**src/rtl/refresh_counter.sv**
```systemverilog
// refresh_counter: digit-scan timing with mask skipping, inter-digit blanking and digit/frame strobes.
// Define REFRESH_DIM_EN to add a `dim` input that blanks every second frame.
module refresh_counter #(
  parameter int DIV_COUNT    = 100000,
  parameter int NUM_DIGITS   = 2,
  parameter int SEL_W        = 1,
  parameter int BLANK_CYCLES = 1000
) (
  input  logic                  clk,
  input  logic                  reset,
  input  logic                  en,
  input  logic [NUM_DIGITS-1:0] digit_mask,
`ifdef REFRESH_DIM_EN
  input  logic                  dim,
`endif
  output logic [SEL_W-1:0]      refreshcounter,
  output logic                  blank,
  output logic                  digit_tick,
  output logic                  frame_start
);
  localparam int PW = $clog2(DIV_COUNT);
  typedef enum logic [1:0] {IDLE, BLANK, SHOW} state_t;
  state_t state_q, state_d;
  logic [PW-1:0] presc_q, presc_d;
  logic [SEL_W-1:0] nxt, cand, sel_d;
  logic live, run, adv, frame_d, blank_d, dimmed;
  assign live = en && |digit_mask;
  assign run  = live && state_q != IDLE;
  assign adv  = run && presc_q == PW'(DIV_COUNT - 1);
  // Nearest enabled digit after the current one; shortest distance wins.
  always_comb begin
    nxt  = refreshcounter;
    cand = refreshcounter;
    for (int k = NUM_DIGITS; k >= 1; k--) begin
      cand = SEL_W'((int'(refreshcounter) + k) % NUM_DIGITS);
      if (digit_mask[cand]) nxt = cand;
    end
  end
  // Leaving IDLE holds the prescaler, so a paused slot resumes where it stopped.
  assign presc_d = !(|digit_mask) ? '0 : adv ? '0 : run ? presc_q + 1'b1 : presc_q;
  assign sel_d   = adv ? nxt : refreshcounter;
  assign state_d = !live ? IDLE : int'(presc_d) < BLANK_CYCLES ? BLANK : SHOW;
  assign frame_d = adv && nxt <= refreshcounter;
`ifdef REFRESH_DIM_EN
  logic parity_q, parity_d;
  assign parity_d = parity_q ^ frame_d;
  assign dimmed   = dim && parity_d;
  always_ff @(posedge clk or posedge reset)
    if (reset) parity_q <= 1'b0;
    else parity_q <= parity_d;
`else
  assign dimmed = 1'b0;
`endif
  assign blank_d = state_d != SHOW || !digit_mask[sel_d] || dimmed;
  always_ff @(posedge clk or posedge reset) begin
    if (reset) begin
      state_q        <= IDLE;
      presc_q        <= '0;
      refreshcounter <= '0;
      blank          <= 1'b1;
      digit_tick     <= 1'b0;
      frame_start    <= 1'b0;
    end else begin
      state_q        <= state_d;
      presc_q        <= presc_d;
      refreshcounter <= sel_d;
      blank          <= blank_d;
      digit_tick     <= adv;
      frame_start    <= frame_d;
    end
  end
endmodule

```
**config.mk**
```make
export PLATFORM = sky130hd
export DESIGN_NAME = refresh_counter
export DESIGN_NICKNAME = d
export VERILOG_FILES = /design/src/rtl/refresh_counter.sv
export SDC_FILE = /design/constraint.sdc
export NUM_CORES = 1
export LEC_CHECK = 0
export CORE_ASPECT_RATIO = 1.75
export CORE_UTILIZATION = 51
export CTS_CLUSTER_SIZE = 8
export DETAILED_ROUTE_END_ITERATION = 6
export PLACE_DENSITY_LB_ADDON = 0.15
export SYNTH_ARGS = -nofsm -noshare
export SYNTH_HDL_FRONTEND = slang
export SYNTH_SLANG_ARGS = --single-unit
export TNS_END_PERCENT = 30
```
**constraint.sdc**
```tcl
create_clock -name clk -period 4.9 [get_ports clk]
set_clock_uncertainty 0.15 [all_clocks]
set_input_delay 0.98 -clock clk [delete_from_list [all_inputs] [get_ports clk]]
set_output_delay 0.98 -clock clk [all_outputs]
set_load 0.03 [all_outputs]
```
==> impl_metrics.prom, run 1 <==
# TYPE chip_impl_metric gauge
chip_impl_metric{name="cts.repair.resized",unit=""} 0
chip_impl_metric{name="power_density",unit="nW/um^2"} 222.6
chip_impl_metric{name="min_period",unit="ns"} 3.220
chip_impl_info{name="path_class",value="in2reg"} 1
chip_impl_metric{name="wire_per_inst",unit="microns"} 17.20
chip_impl_metric{name="max-slew-margin-rel",unit=""} 0.4083
chip_impl_info{name="critical_path.startpoint_type",value="input pin"} 1
chip_impl_metric{name="insertedDiodeCount",unit=""} 0
chip_impl_metric{name="grt_pass1_vias",unit=""} 1195
chip_impl_metric{name="worst_ep_required_time",unit="ns"} 4.97
chip_impl_metric{name="drv_slew",unit=""} 0
chip_impl_metric{name="nFillCells",unit=""} 242
chip_impl_metric{name="syn_area",unit="sq um"} 1425
chip_impl_info{name="hold-path-endpoint",value="refreshcounter"} 1
chip_impl_metric{name="first_pass_grt_wire_length",unit="microns"} 5368
chip_impl_metric{name="routabilityCongestion",unit=""} 0.8274
chip_impl_metric{name="die_h",unit="microns"} 71.93
chip_impl_info{name="min_path_type",value="reg2reg"} 1
chip_impl_info{name="ys_dominant_reg_cell",value="dfrtp_1"} 1
chip_impl_metric{name="number_of_antenna_violations_at_the_first_check_in_global_routing",unit=""} 0
chip_impl_metric{name="hold_ws",unit="ns"} 0.4133
chip_impl_metric{name="ctsHtreeMaxLevel",unit=""} 1
chip_impl_metric{name="num_rows",unit=""} 25
chip_impl_metric{name="io_pins",unit=""} 9
chip_impl_info{name="r2r_start",value="presc_q[0]"} 1
chip_impl_metric{name="design.core.area",unit="sq um"} 2690
chip_impl_metric{name="cp_data_arrival_time",unit="ns"} 3.29
chip_impl_metric{name="clock.fmax",unit="GHz"} 0.3105
chip_impl_metric{name="drt-initial-drc-count",unit=""} 56
chip_impl_metric{name="clk_pin_slew",unit="ns"} 0.08
chip_impl_metric{name="globalRouteTotalUtil",unit=""} 0.2382
chip_impl_metric{name="later_pin_clock_latency_in_the_skew_report",unit="ns"} 0.28
chip_impl_metric{name="drive_above_1_share",unit=""} 0.07975
chip_impl_metric{name="postSynthNetCount",unit=""} 163
chip_impl_metric{name="dp_hpwl",unit="microns"} 2394
chip_impl_metric{name="worst-r2r-setup-slack",unit="ns"} 2.26
chip_impl_info{name="netlist_top_cells_count",value="nor2_1, dfrtp_1, nand3_1"} 1
chip_impl_metric{name="syn-instance-count",unit=""} 157
chip_impl_metric{name="tritoncts.num_buffers",unit=""} 3
chip_impl_metric{name="static-leakage-power",unit="nW"} 0.6039
chip_impl_metric{name="via_count",unit=""} 1230
chip_impl_info{name="min_from",value="refreshcounter"} 1
chip_impl_metric{name="tritoncts_num_sinks",unit=""} 23
chip_impl_metric{name="setup-tns-final",unit="ns"} 0
chip_impl_metric{name="r2r.worst_path.cells",unit=""} 7
chip_impl_metric{name="yosysWarnings",unit=""} 0
chip_impl_info{name="run_status",value="complete, no violations"} 1
chip_impl_info{name="clock-root-buffer",value="clkbuf_8"} 1
chip_impl_metric{name="drt-pass1-iter-count",unit=""} 4
chip_impl_info{name="cts_tree",value="done"} 1
chip_impl_metric{name="die_x",unit="microns"} 41.96
chip_impl_metric{name="report.final.hold_viol_count",unit=""} 0
chip_impl_metric{name="setup_violations_final",unit=""} 0
chip_impl_metric{name="cts_buffer_depth",unit=""} 2
chip_impl_metric{name="share_of_the_clock_period_used_by_the_worst_path_after_layout",unit=""} 0.6572
chip_impl_metric{name="remaining_drc_errors",unit=""} 0
chip_impl_metric{name="combined_area_of_the_multi_input_logic_cells",unit="sq um"} 787.0
chip_impl_info{name="grt_setup_unrepaired",value="false"} 1
chip_impl_metric{name="number_of_synthesized_flops_with_an_enable_pin",unit=""} 0
chip_impl_metric{name="global_route_congestion_overflow_total",unit=""} 0
chip_impl_metric{name="cts.repair_timing.setup_buffer_count",unit=""} 0
chip_impl_metric{name="yosysSeqAreaShare",unit=""} 0.4047
chip_impl_metric{name="post-synth-top-area-fraction",unit=""} 0.3863
chip_impl_metric{name="ff_latch_area",unit="sq um"} 576.8
chip_impl_info{name="ys_top_cells_by_area",value="dfrtp_1, nor2_1, nand3_1, xnor2_1, xor2_1"} 1
chip_impl_metric{name="die_area",unit="sq um"} 3018
chip_impl_metric{name="num-nets-final",unit=""} 170
chip_impl_info{name="netlist.top_cell.by_area",value="dfrtp_1"} 1
chip_impl_info{name="reg2reg_to",value="blank"} 1
chip_impl_metric{name="post_cts_hold_buffer_count",unit=""} 0
chip_impl_metric{name="postSynthRegisterBits",unit=""} 23
chip_impl_metric{name="initial_core_util",unit=""} 0.5298
chip_impl_metric{name="worst_slew_pin_slew",unit="ns"} 0.8866
chip_impl_metric{name="cap_violations",unit=""} 0
chip_impl_metric{name="power.ir.vdd_worst",unit="V"} 0.0001888
chip_impl_metric{name="yosys.cell_types.count",unit=""} 45
chip_impl_metric{name="ant_nets",unit=""} 0
chip_impl_metric{name="syn_area_per_cell",unit="sq um"} 9.077
chip_impl_metric{name="drt-vias-per-instance",unit=""} 6.474
chip_impl_metric{name="areaGrowthSynthToFinish",unit="%"} 9.043
chip_impl_info{name="synth.most_common_cell",value="nor2_1"} 1
chip_impl_metric{name="hold-path-cell-count",unit=""} 1
chip_impl_metric{name="crit_fanout",unit=""} 10
chip_impl_metric{name="maximum_number_of_pins_on_one_net_before_global_route_repair",unit=""} 24
chip_impl_metric{name="synthArstFlopShare",unit=""} 1.000
chip_impl_metric{name="totalWireLength",unit="microns"} 3268
chip_impl_info{name="endpoint_kind",value="flop"} 1
chip_impl_metric{name="place.port_buffers",unit=""} 8
## state kept, by name, summed over array words and instances (netlist names)
register	flops
refreshcounter	1
digit_tick	1
state_q	2
frame_start	1
presc_q	17
blank	1
## placed cells by master, fill, tap and decap left out, drive strengths merged, types with 2 or more instances in the layout
cell type	Yosys	final
nand2	6	6
or3	4	4
nand4	6	6
nor2b	2	2
xor2	6	6
nor4b	3	3
a21oi	6	6
nor2	23	23
nand3	11	11
clkbuf	4	3
nor3	6	6
and3	3	3
o211ai	2	2
a21boi	2	2
dfrtp	22	22
nor4	4	4
inv	6	6
clkdlybuf4s50	0	8
o21ai	12	12
xnor2	6	6
and4b	2	2
## metrics by stage
stage          setup WS [ns]  area, sq um  utilization  power (mW)  instances
2_1_floorplan          2.111         1425            -      0.2181        157
3_3_place_gp           1.468         1508       0.5605      0.2257        186
3_5_place_dp           1.408         1508       0.5605      0.2268        186
4_1_cts                1.696         1554       0.5777      0.3473        190
5_1_grt                1.521         1554       0.5777      0.3576        190
6_report               1.680         1554       0.5777      0.3460        190
## power breakdown
| group | switching, mW | total, mW | internal (mW) |
|---|---|---|---|
| Clock | 0.0660 | 0.123 | 0.0571 |
| Combinational | 0.0163 | 0.0249 | 0.00865 |
| Sequential | 0.00488 | 0.198 | 0.193 |
| Total | 0.0872 | 0.346 | 0.259 |
## worst max-delay path: stages
cell and delay [ns]:
clkdlybuf4s50_1 0.70, o221ai_4 0.23, or4_4 0.53, a221oi_2 0.27, nor4b_4 0.25, nand3_1 0.13, a21o_1 0.19
## how the worst max path moves through the flow
| stage | start | endpoint | slack, ns | cells after the start |
|---|---|---|---|---|
| global route | digit_mask[1] | blank | 1.52 | 7 |
| detailed placement | digit_mask[1] | blank | 1.41 | 7 |
| CTS | digit_mask[1] | blank | 1.70 | 7 |
| floorplan | digit_mask[0] | blank | 2.11 | 7 |
| finish | digit_mask[1] | blank | 1.68 | 7 |
| global placement | digit_mask[1] | blank | 1.47 | 7 |
## routing by layer
| layer | global-route usage | part of all wire | routed length (microns) |
|---|---|---|---|
| met1 | 0.2586 | 0.39 | 1269 |
| met2 | 0.4184 | 0.54 | 1760 |
| met3 | 0.03483 | 0.039 | 129 |
| met4 | 0.1613 | 0.033 | 109 |
| met5 | 0 | 0 | 0 |
## final cells by class
type | instances | area share
timing repair buffer | 9 | 0.05636
clock inverter | 1 | 0.003221
multi-input combinational | 121 | 0.5064
clock buffer | 3 | 0.02657
inverter | 6 | 0.01449
sequential | 23 | 0.3712
tap | 27 | 0.02174
## kinds of logic after synthesis
kind of cell / synth area share
fa+ha+maj: 0.008778
xor+xnor: 0.07375
flops: 0.4047
simple gates: 0.3020
buf+inv: 0.04301
compound gates: 0.1677
No activity file was read; power rests on OpenSTA's default activity.
==> run 2, diff against run 1 <==
Clock period 4.9 ns to 3.2 ns, I/O delays scaled along.
==> run 2 against run 1 <==
  * Routed wire length fell by 2.5%
  * Sequential power rose by 53%
  * Total power rose by 52%
  * Critical path type unchanged
  * Largest power group unchanged
==> impl_metrics.prom, run 2 (synthesis gave the netlist of run 1 again) <==
# TYPE chip_impl_metric gauge
chip_impl_info{name="min_from",value="refreshcounter"} 1
chip_impl_metric{name="wire_per_inst",unit="microns"} 16.34
chip_impl_metric{name="worst_ep_required_time",unit="ns"} 3.25
chip_impl_info{name="crit_path_start",value="digit_mask[1]"} 1
chip_impl_metric{name="dp_hpwl",unit="microns"} 2412
chip_impl_metric{name="power_density",unit="nW/um^2"} 330.6
chip_impl_metric{name="die_area",unit="sq um"} 3018
chip_impl_metric{name="r2r.worst_path.cells",unit=""} 7
chip_impl_metric{name="clk_pin_slew",unit="ns"} 0.08
chip_impl_metric{name="areaGrowthSynthToFinish",unit="%"} 11.68
chip_impl_metric{name="drt-pass1-iter-count",unit=""} 6
chip_impl_metric{name="die_x",unit="microns"} 41.96
chip_impl_metric{name="later_pin_clock_latency_in_the_skew_report",unit="ns"} 0.27
chip_impl_metric{name="min_period",unit="ns"} 2.658
chip_impl_metric{name="share_clk_of_total_power",unit=""} 0.346
chip_impl_metric{name="clock.fmax",unit="GHz"} 0.3762
chip_impl_metric{name="setup-tns-final",unit="ns"} 0
chip_impl_metric{name="post_cts_hold_buffer_count",unit=""} 0
chip_impl_metric{name="share_of_the_clock_period_used_by_the_worst_path_after_layout",unit=""} 0.8306
chip_impl_metric{name="power_frac_seq",unit=""} 0.576
chip_impl_metric{name="power.net_switching",unit="uW"} 128.1
chip_impl_metric{name="place.port_buffers",unit=""} 8
chip_impl_metric{name="remaining_drc_errors",unit=""} 0
chip_impl_metric{name="maximum_number_of_pins_on_one_net_before_global_route_repair",unit=""} 24
chip_impl_info{name="cp_cell_sequence",value="clkdlybuf4s50_1, o221ai_4, or4_4, a221oi_2, nor4b_4, nand3_1, a21o_1"} 1
chip_impl_info{name="reg.largest.list",value="presc_q (17), state_q (2)"} 1
chip_impl_metric{name="tritoncts_num_sinks",unit=""} 23
chip_impl_info{name="layout_common_cells",value="nor2_1, dfrtp_1, nand3_1"} 1
chip_impl_metric{name="nFillCells",unit=""} 246
chip_impl_info{name="cp_top_family",value="simple AND/OR/NAND/NOR gates"} 1
chip_impl_metric{name="ff_latch_area",unit="sq um"} 576.8
chip_impl_info{name="min_path_type",value="reg2reg"} 1
chip_impl_metric{name="drt-initial-drc-count",unit=""} 42
chip_impl_metric{name="largest_register_ffs",unit=""} 17
chip_impl_metric{name="global_route_congestion_overflow_total",unit=""} 0
chip_impl_metric{name="routabilityCongestion",unit=""} 0.8481
chip_impl_metric{name="worst_slew_pin_slew",unit="ns"} 0.8722
chip_impl_metric{name="ant_nets",unit=""} 0
chip_impl_metric{name="via_count",unit=""} 1233
chip_impl_metric{name="cts_buffer_depth",unit=""} 2
chip_impl_metric{name="drive_above_1_share",unit=""} 0.1071
chip_impl_metric{name="tritoncts.num_buffers",unit=""} 3
chip_impl_metric{name="die_h",unit="microns"} 71.93
chip_impl_metric{name="num_rows",unit=""} 25
chip_impl_info{name="max_flop_register",value="presc_q"} 1
chip_impl_metric{name="power.ir.vdd_worst",unit="V"} 0.0003458
chip_impl_metric{name="layout_setup_ws",unit="ns"} 0.5421
chip_impl_metric{name="drt-vias-per-instance",unit=""} 6.323
chip_impl_info{name="endpoint_kind",value="flop"} 1
chip_impl_metric{name="dp_worst_slack",unit="ns"} 0.2489
chip_impl_info{name="reg2reg_to",value="blank"} 1
chip_impl_metric{name="design.core.area",unit="sq um"} 2690
chip_impl_info{name="r2r_start",value="presc_q[0]"} 1
chip_impl_info{name="path_class",value="in2reg"} 1
chip_impl_metric{name="insertedDiodeCount",unit=""} 0
chip_impl_info{name="timing.critical_path.slowest_stage_cell",value="clkdlybuf4s50_1"} 1
chip_impl_metric{name="switching_share",unit=""} 0.2434
chip_impl_info{name="run_status",value="complete, no violations"} 1
chip_impl_metric{name="first_pass_grt_wire_length",unit="microns"} 5361
chip_impl_info{name="most_common_cell_after_layout_fill_and_taps_aside",value="nor2_1"} 1
chip_impl_metric{name="initial_core_util",unit=""} 0.5298
chip_impl_metric{name="totalWireLength",unit="microns"} 3187
chip_impl_metric{name="cap_violations",unit=""} 0
chip_impl_metric{name="setup_violations_final",unit=""} 0
chip_impl_metric{name="critPathMaxStageDelay",unit="ns"} 0.57
chip_impl_metric{name="number_of_antenna_violations_at_the_first_check_in_global_routing",unit=""} 0
chip_impl_metric{name="crit_fanout",unit=""} 5
chip_impl_metric{name="drv_slew",unit=""} 0
chip_impl_metric{name="grt_pass1_vias",unit=""} 1179
chip_impl_info{name="endpoint",value="blank"} 1
chip_impl_metric{name="path_buf_inv",unit=""} 1
chip_impl_metric{name="cts.repair_timing.setup_buffer_count",unit=""} 0
chip_impl_metric{name="num-nets-final",unit=""} 175
chip_impl_metric{name="cts.repair.resized",unit=""} 0
chip_impl_metric{name="cp_data_arrival_time",unit="ns"} 2.71
chip_impl_metric{name="report.final.hold_viol_count",unit=""} 0
chip_impl_info{name="grt_setup_unrepaired",value="false"} 1
chip_impl_metric{name="ctsHtreeMaxLevel",unit=""} 1
chip_impl_metric{name="max-slew-margin-rel",unit=""} 0.4179
chip_impl_metric{name="io_pins",unit=""} 9
chip_impl_info{name="clock-root-buffer",value="clkbuf_8"} 1
chip_impl_metric{name="cell_internal_pwr",unit="uW"} 398.2
chip_impl_metric{name="worstSetupPathDepth",unit=""} 7
chip_impl_metric{name="static-leakage-power",unit="nW"} 0.6287
chip_impl_metric{name="globalRouteTotalUtil",unit=""} 0.2318
chip_impl_metric{name="combined_area_of_the_multi_input_logic_cells",unit="sq um"} 787.0
chip_impl_metric{name="share_comb_of_total_power",unit=""} 0.078
chip_impl_info{name="critical_path.startpoint_type",value="input pin"} 1
chip_impl_info{name="cts_tree",value="done"} 1
chip_impl_metric{name="worst-r2r-setup-slack",unit="ns"} 0.60
[run 2: cell types whose count changed in the layout (fill, tap and decap cells not counted)]
cell and change:
buf_4 +5
[run 2: final cells by class]
class / instances / share of cell area
clock inverter: 1 / 0.003145
clock buffer: 3 / 0.02594
multi-input combinational: 121 / 0.4945
sequential: 23 / 0.3624
timing repair buffer: 14 / 0.07862
inverter: 6 / 0.01415
tap: 27 / 0.02123
[run 2: how the worst min path moves through the flow]
stage	cells past startpoint	slack [ns]	end
after CTS	1	0.39	refreshcounter
after detailed placement	1	0.38	refreshcounter
after global routing	1	0.40	refreshcounter
final	1	0.39	refreshcounter
after floorplan	1	0.37	presc_q[0]
after global placement	1	0.36	refreshcounter
[run 2: metal layers]
layer / GRT usage / routed length [microns] / share of wire
met1: 0.2646 / 1286 / 0.40
met2: 0.4271 / 1738 / 0.55
met3: 0.01741 / 73 / 0.023
met4: 0.1111 / 89 / 0.028
met5: 0 / 0 / 0
[run 2: power by group through the flow]
stage,registers [mW],logic (mW),clock network (mW)
finish,0.303,0.0411,0.182
global route,0.304,0.0470,0.194
detailed placement,0.308,0.0414,0
CTS,0.303,0.0414,0.188
global placement,0.308,0.0400,0
floorplan,0.307,0.0272,0
[run 2: per-stage QoR]
step / total power, mW / util / cells / cell area (sq um) / hold slack [ns]
after detailed placement: 0.3496 / 0.5744 / 191 / 1545 / 0.3822
after CTS: 0.5324 / 0.5916 / 195 / 1592 / 0.3919
after floorplan: 0.3339 / - / 157 / 1425 / 0.3697
final: 0.5262 / 0.5916 / 195 / 1592 / 0.3907
after global routing: 0.5451 / 0.5916 / 195 / 1592 / 0.4033
after global placement: 0.3479 / 0.5744 / 191 / 1545 / 0.3619
==> run 3, diff against run 2 <==
Clock period 3.2 ns to 2.45 ns, I/O delays scaled along.
==> run 3 against run 2 <==
  * Non-clock buffer count grew 15
  * Final cell count grew 7.7%
  * Utilization is 4.7 points higher
  * Register-to-register slack got worse by 0.44 ns
  * Sequential share of layout area is 2.6 points lower
  * Cell area grew 7.9%
  * Worst hold slack improved by 0.0040 ns
  * Combinational power up 45%
  * Total power rose by 32%
  * First-iteration DRC count up 12%
  * Critical path depth stayed put
  * Global-route usage rose by 3.1 points
  * Critical path type is now reg2reg
  * Largest cell class unchanged
  * Largest power group unchanged
==> impl_metrics.prom, run 3 (synthesis gave the netlist of run 1 again) <==
# TYPE chip_impl_metric gauge
chip_impl_metric{name="dp_worst_slack",unit="ns"} -0.3274
chip_impl_metric{name="wire_per_inst",unit="microns"} 16.93
chip_impl_info{name="cts_tree",value="done"} 1
chip_impl_info{name="layout_common_cells",value="nor2_1, dfrtp_1, buf_4"} 1
chip_impl_metric{name="number_of_antenna_violations_at_the_first_check_in_global_routing",unit=""} 0
chip_impl_metric{name="share_comb_of_total_power",unit=""} 0.086
chip_impl_metric{name="drive_above_1_share",unit=""} 0.1967
chip_impl_metric{name="cap_violations",unit=""} 0
chip_impl_metric{name="tritoncts.num_buffers",unit=""} 3
chip_impl_metric{name="first_pass_grt_wire_length",unit="microns"} 6037
chip_impl_info{name="clock-root-buffer",value="clkbuf_8"} 1
chip_impl_metric{name="power.ir.vdd_worst",unit="V"} 0.0003958
chip_impl_metric{name="initial_core_util",unit=""} 0.5298
chip_impl_info{name="critical_path.startpoint_type",value="flop"} 1
chip_impl_info{name="min_from",value="presc_q[0]"} 1
chip_impl_metric{name="power.net_switching",unit="uW"} 169.6
chip_impl_metric{name="crit_fanout",unit=""} 6
chip_impl_metric{name="grt_pass1_vias",unit=""} 1374
chip_impl_metric{name="r2r.worst_path.cells",unit=""} 7
chip_impl_metric{name="worst_ep_required_time",unit="ns"} 2.51
chip_impl_metric{name="tritoncts_num_sinks",unit=""} 23
chip_impl_info{name="min_path_type",value="reg2reg"} 1
chip_impl_metric{name="later_pin_clock_latency_in_the_skew_report",unit="ns"} 0.27
chip_impl_info{name="cp_cell_sequence",value="ha_1, nand4_2, or4_4, a221oi_2, nor4b_4, nand3_1, a21o_1"} 1
chip_impl_metric{name="die_h",unit="microns"} 71.93
chip_impl_info{name="r2r_start",value="presc_q[0]"} 1
chip_impl_info{name="most_common_cell_after_layout_fill_and_taps_aside",value="nor2_1"} 1
chip_impl_info{name="hold-path-endpoint",value="presc_q[0]"} 1
chip_impl_metric{name="report.final.hold_viol_count",unit=""} 0
chip_impl_metric{name="worst-r2r-setup-slack",unit="ns"} 0.16
chip_impl_info{name="run_status",value="complete, no violations"} 1
chip_impl_info{name="max_flop_register",value="presc_q"} 1
chip_impl_metric{name="die_area",unit="sq um"} 3018
chip_impl_metric{name="cp_data_arrival_time",unit="ns"} 2.35
chip_impl_metric{name="setup-tns-final",unit="ns"} 0
chip_impl_metric{name="largest_register_ffs",unit=""} 17
chip_impl_metric{name="power_frac_seq",unit=""} 0.571
chip_impl_metric{name="layout_setup_ws",unit="ns"} 0.1593
chip_impl_info{name="reg.largest.list",value="presc_q (17), state_q (2)"} 1
chip_impl_metric{name="drt-initial-drc-count",unit=""} 47
chip_impl_metric{name="final_area",unit="sq um"} 1717
chip_impl_metric{name="die_x",unit="microns"} 41.96
chip_impl_metric{name="global_route_congestion_overflow_total",unit=""} 0
chip_impl_metric{name="num-nets-final",unit=""} 190
chip_impl_metric{name="routabilityCongestion",unit=""} 0.9102
chip_impl_info{name="timing.critical_path.slowest_stage_cell",value="or4_4"} 1
chip_impl_metric{name="nFillCells",unit=""} 242
chip_impl_metric{name="placedCellCount",unit=""} 206
chip_impl_metric{name="num_rows",unit=""} 25
chip_impl_metric{name="power_density",unit="nW/um^2"} 404.2
chip_impl_metric{name="ant_nets",unit=""} 0
chip_impl_metric{name="switching_share",unit=""} 0.2444
chip_impl_metric{name="drv_slew",unit=""} 0
chip_impl_info{name="reg2reg_to",value="blank"} 1
chip_impl_metric{name="worst_slew_pin_slew",unit="ns"} 0.5418
chip_impl_metric{name="static-leakage-power",unit="nW"} 0.7113
chip_impl_metric{name="dpl_cell_area",unit="sq um"} 1658
chip_impl_metric{name="post_cts_hold_buffer_count",unit=""} 0
chip_impl_metric{name="remaining_drc_errors",unit=""} 0
chip_impl_metric{name="design.core.area",unit="sq um"} 2690
chip_impl_info{name="path_class",value="reg2reg"} 1
chip_impl_metric{name="drt-vias-per-instance",unit=""} 6.290
chip_impl_metric{name="dp_hpwl",unit="microns"} 2692
chip_impl_metric{name="io_pins",unit=""} 9
chip_impl_metric{name="clock.fmax",unit="GHz"} 0.4365
chip_impl_metric{name="via_count",unit=""} 1321
chip_impl_metric{name="totalWireLength",unit="microns"} 3555
chip_impl_metric{name="cell_internal_pwr",unit="uW"} 524.3
chip_impl_metric{name="drt-pass1-iter-count",unit=""} 4
chip_impl_metric{name="setup_violations_final",unit=""} 0
chip_impl_metric{name="finish.cell_count_without_fillers",unit=""} 210
chip_impl_metric{name="min_period",unit="ns"} 2.291
chip_impl_metric{name="max-slew-margin-rel",unit=""} 0.6360
chip_impl_metric{name="maximum_number_of_pins_on_one_net_before_global_route_repair",unit=""} 24
chip_impl_metric{name="share_of_the_clock_period_used_by_the_worst_path_after_layout",unit=""} 0.9350
chip_impl_metric{name="clk_pin_slew",unit="ns"} 0.08
chip_impl_metric{name="insertedDiodeCount",unit=""} 0
chip_impl_metric{name="place.port_buffers",unit=""} 8
chip_impl_metric{name="globalRouteTotalUtil",unit=""} 0.2625
chip_impl_info{name="endpoint_kind",value="flop"} 1
chip_impl_metric{name="areaGrowthSynthToFinish",unit="%"} 20.46
chip_impl_metric{name="ctsHtreeMaxLevel",unit=""} 1
chip_impl_info{name="crit_path_start",value="presc_q[0]"} 1
chip_impl_metric{name="cts_buffer_depth",unit=""} 2
chip_impl_metric{name="critPathMaxStageDelay",unit="ns"} 0.45
chip_impl_info{name="grt_setup_unrepaired",value="false"} 1
chip_impl_metric{name="share_clk_of_total_power",unit=""} 0.343
chip_impl_metric{name="hold-path-cell-count",unit=""} 1
[run 3: what timing repair did]
action | CTS | global route
endpoints found under the setup margin | 2 | 3
buffers inserted | 0 | 0
gates resized for setup | 2 | 4
[run 3: metal layers]
| metal | track usage | share of wire |
|---|---|---|
| met1 | 0.2876 | 0.37 |
| met2 | 0.4792 | 0.57 |
| met3 | 0.02488 | 0.024 |
| met4 | 0.1541 | 0.042 |
| met5 | 0 | 0 |
[run 3: worst max path at each step]
| stage | endpoint | slack, ns | cells after the start |
|---|---|---|---|
| 2_1_floorplan | blank | 0.13 | 7 |
| 3_3_place_gp | state_q[0] | -0.28 | 8 |
| 3_5_place_dp | blank | -0.33 | 7 |
| 4_1_cts | blank | 0.01 | 7 |
| 5_1_grt | state_q[0] | 0.04 | 8 |
| 6_report | blank | 0.16 | 7 |
[run 3: area by class of cell]
class                   count  area [sq um]  area share
inverters                   6         22.52     0.01312
well taps                  27         33.78     0.01968
clock buffers               3         41.29     0.02405
flip-flops and latches     23         578.1      0.3367
clock inverters             1         5.005    0.002915
multi-input cells         121         798.3      0.4650
repair buffers             29         237.7      0.1385
[run 3: critical path, delay by kind of cell, from the launching register on]
kind	cells	cell delay, ns
flip-flops	1	0.42
AND/OR/NAND/NOR	4	0.98
AO/OA/AOI/OAI	2	0.48
adder cells (fa/ha/maj)	1	0.20
[run 3: through the flow]
stage,power [mW],hold slack (ns),util
floorplan,0.4362,0.3412,-
global placement,0.4607,0.3723,0.6163
detailed placement,0.4634,0.3832,0.6163
CTS,0.7020,0.3955,0.6326
global route,0.7219,0.4121,0.6381
finish,0.6939,0.3947,0.6381
[run 3: power by group through the flow]
stage / Clock (mW) / Sequential (mW) / Combinational (mW)
after floorplan: 0 / 0.401 / 0.0356
after global placement: 0 / 0.402 / 0.0584
after detailed placement: 0 / 0.403 / 0.0605
after CTS: 0.247 / 0.395 / 0.0597
after global routing: 0.256 / 0.398 / 0.0678
final: 0.238 / 0.396 / 0.0594
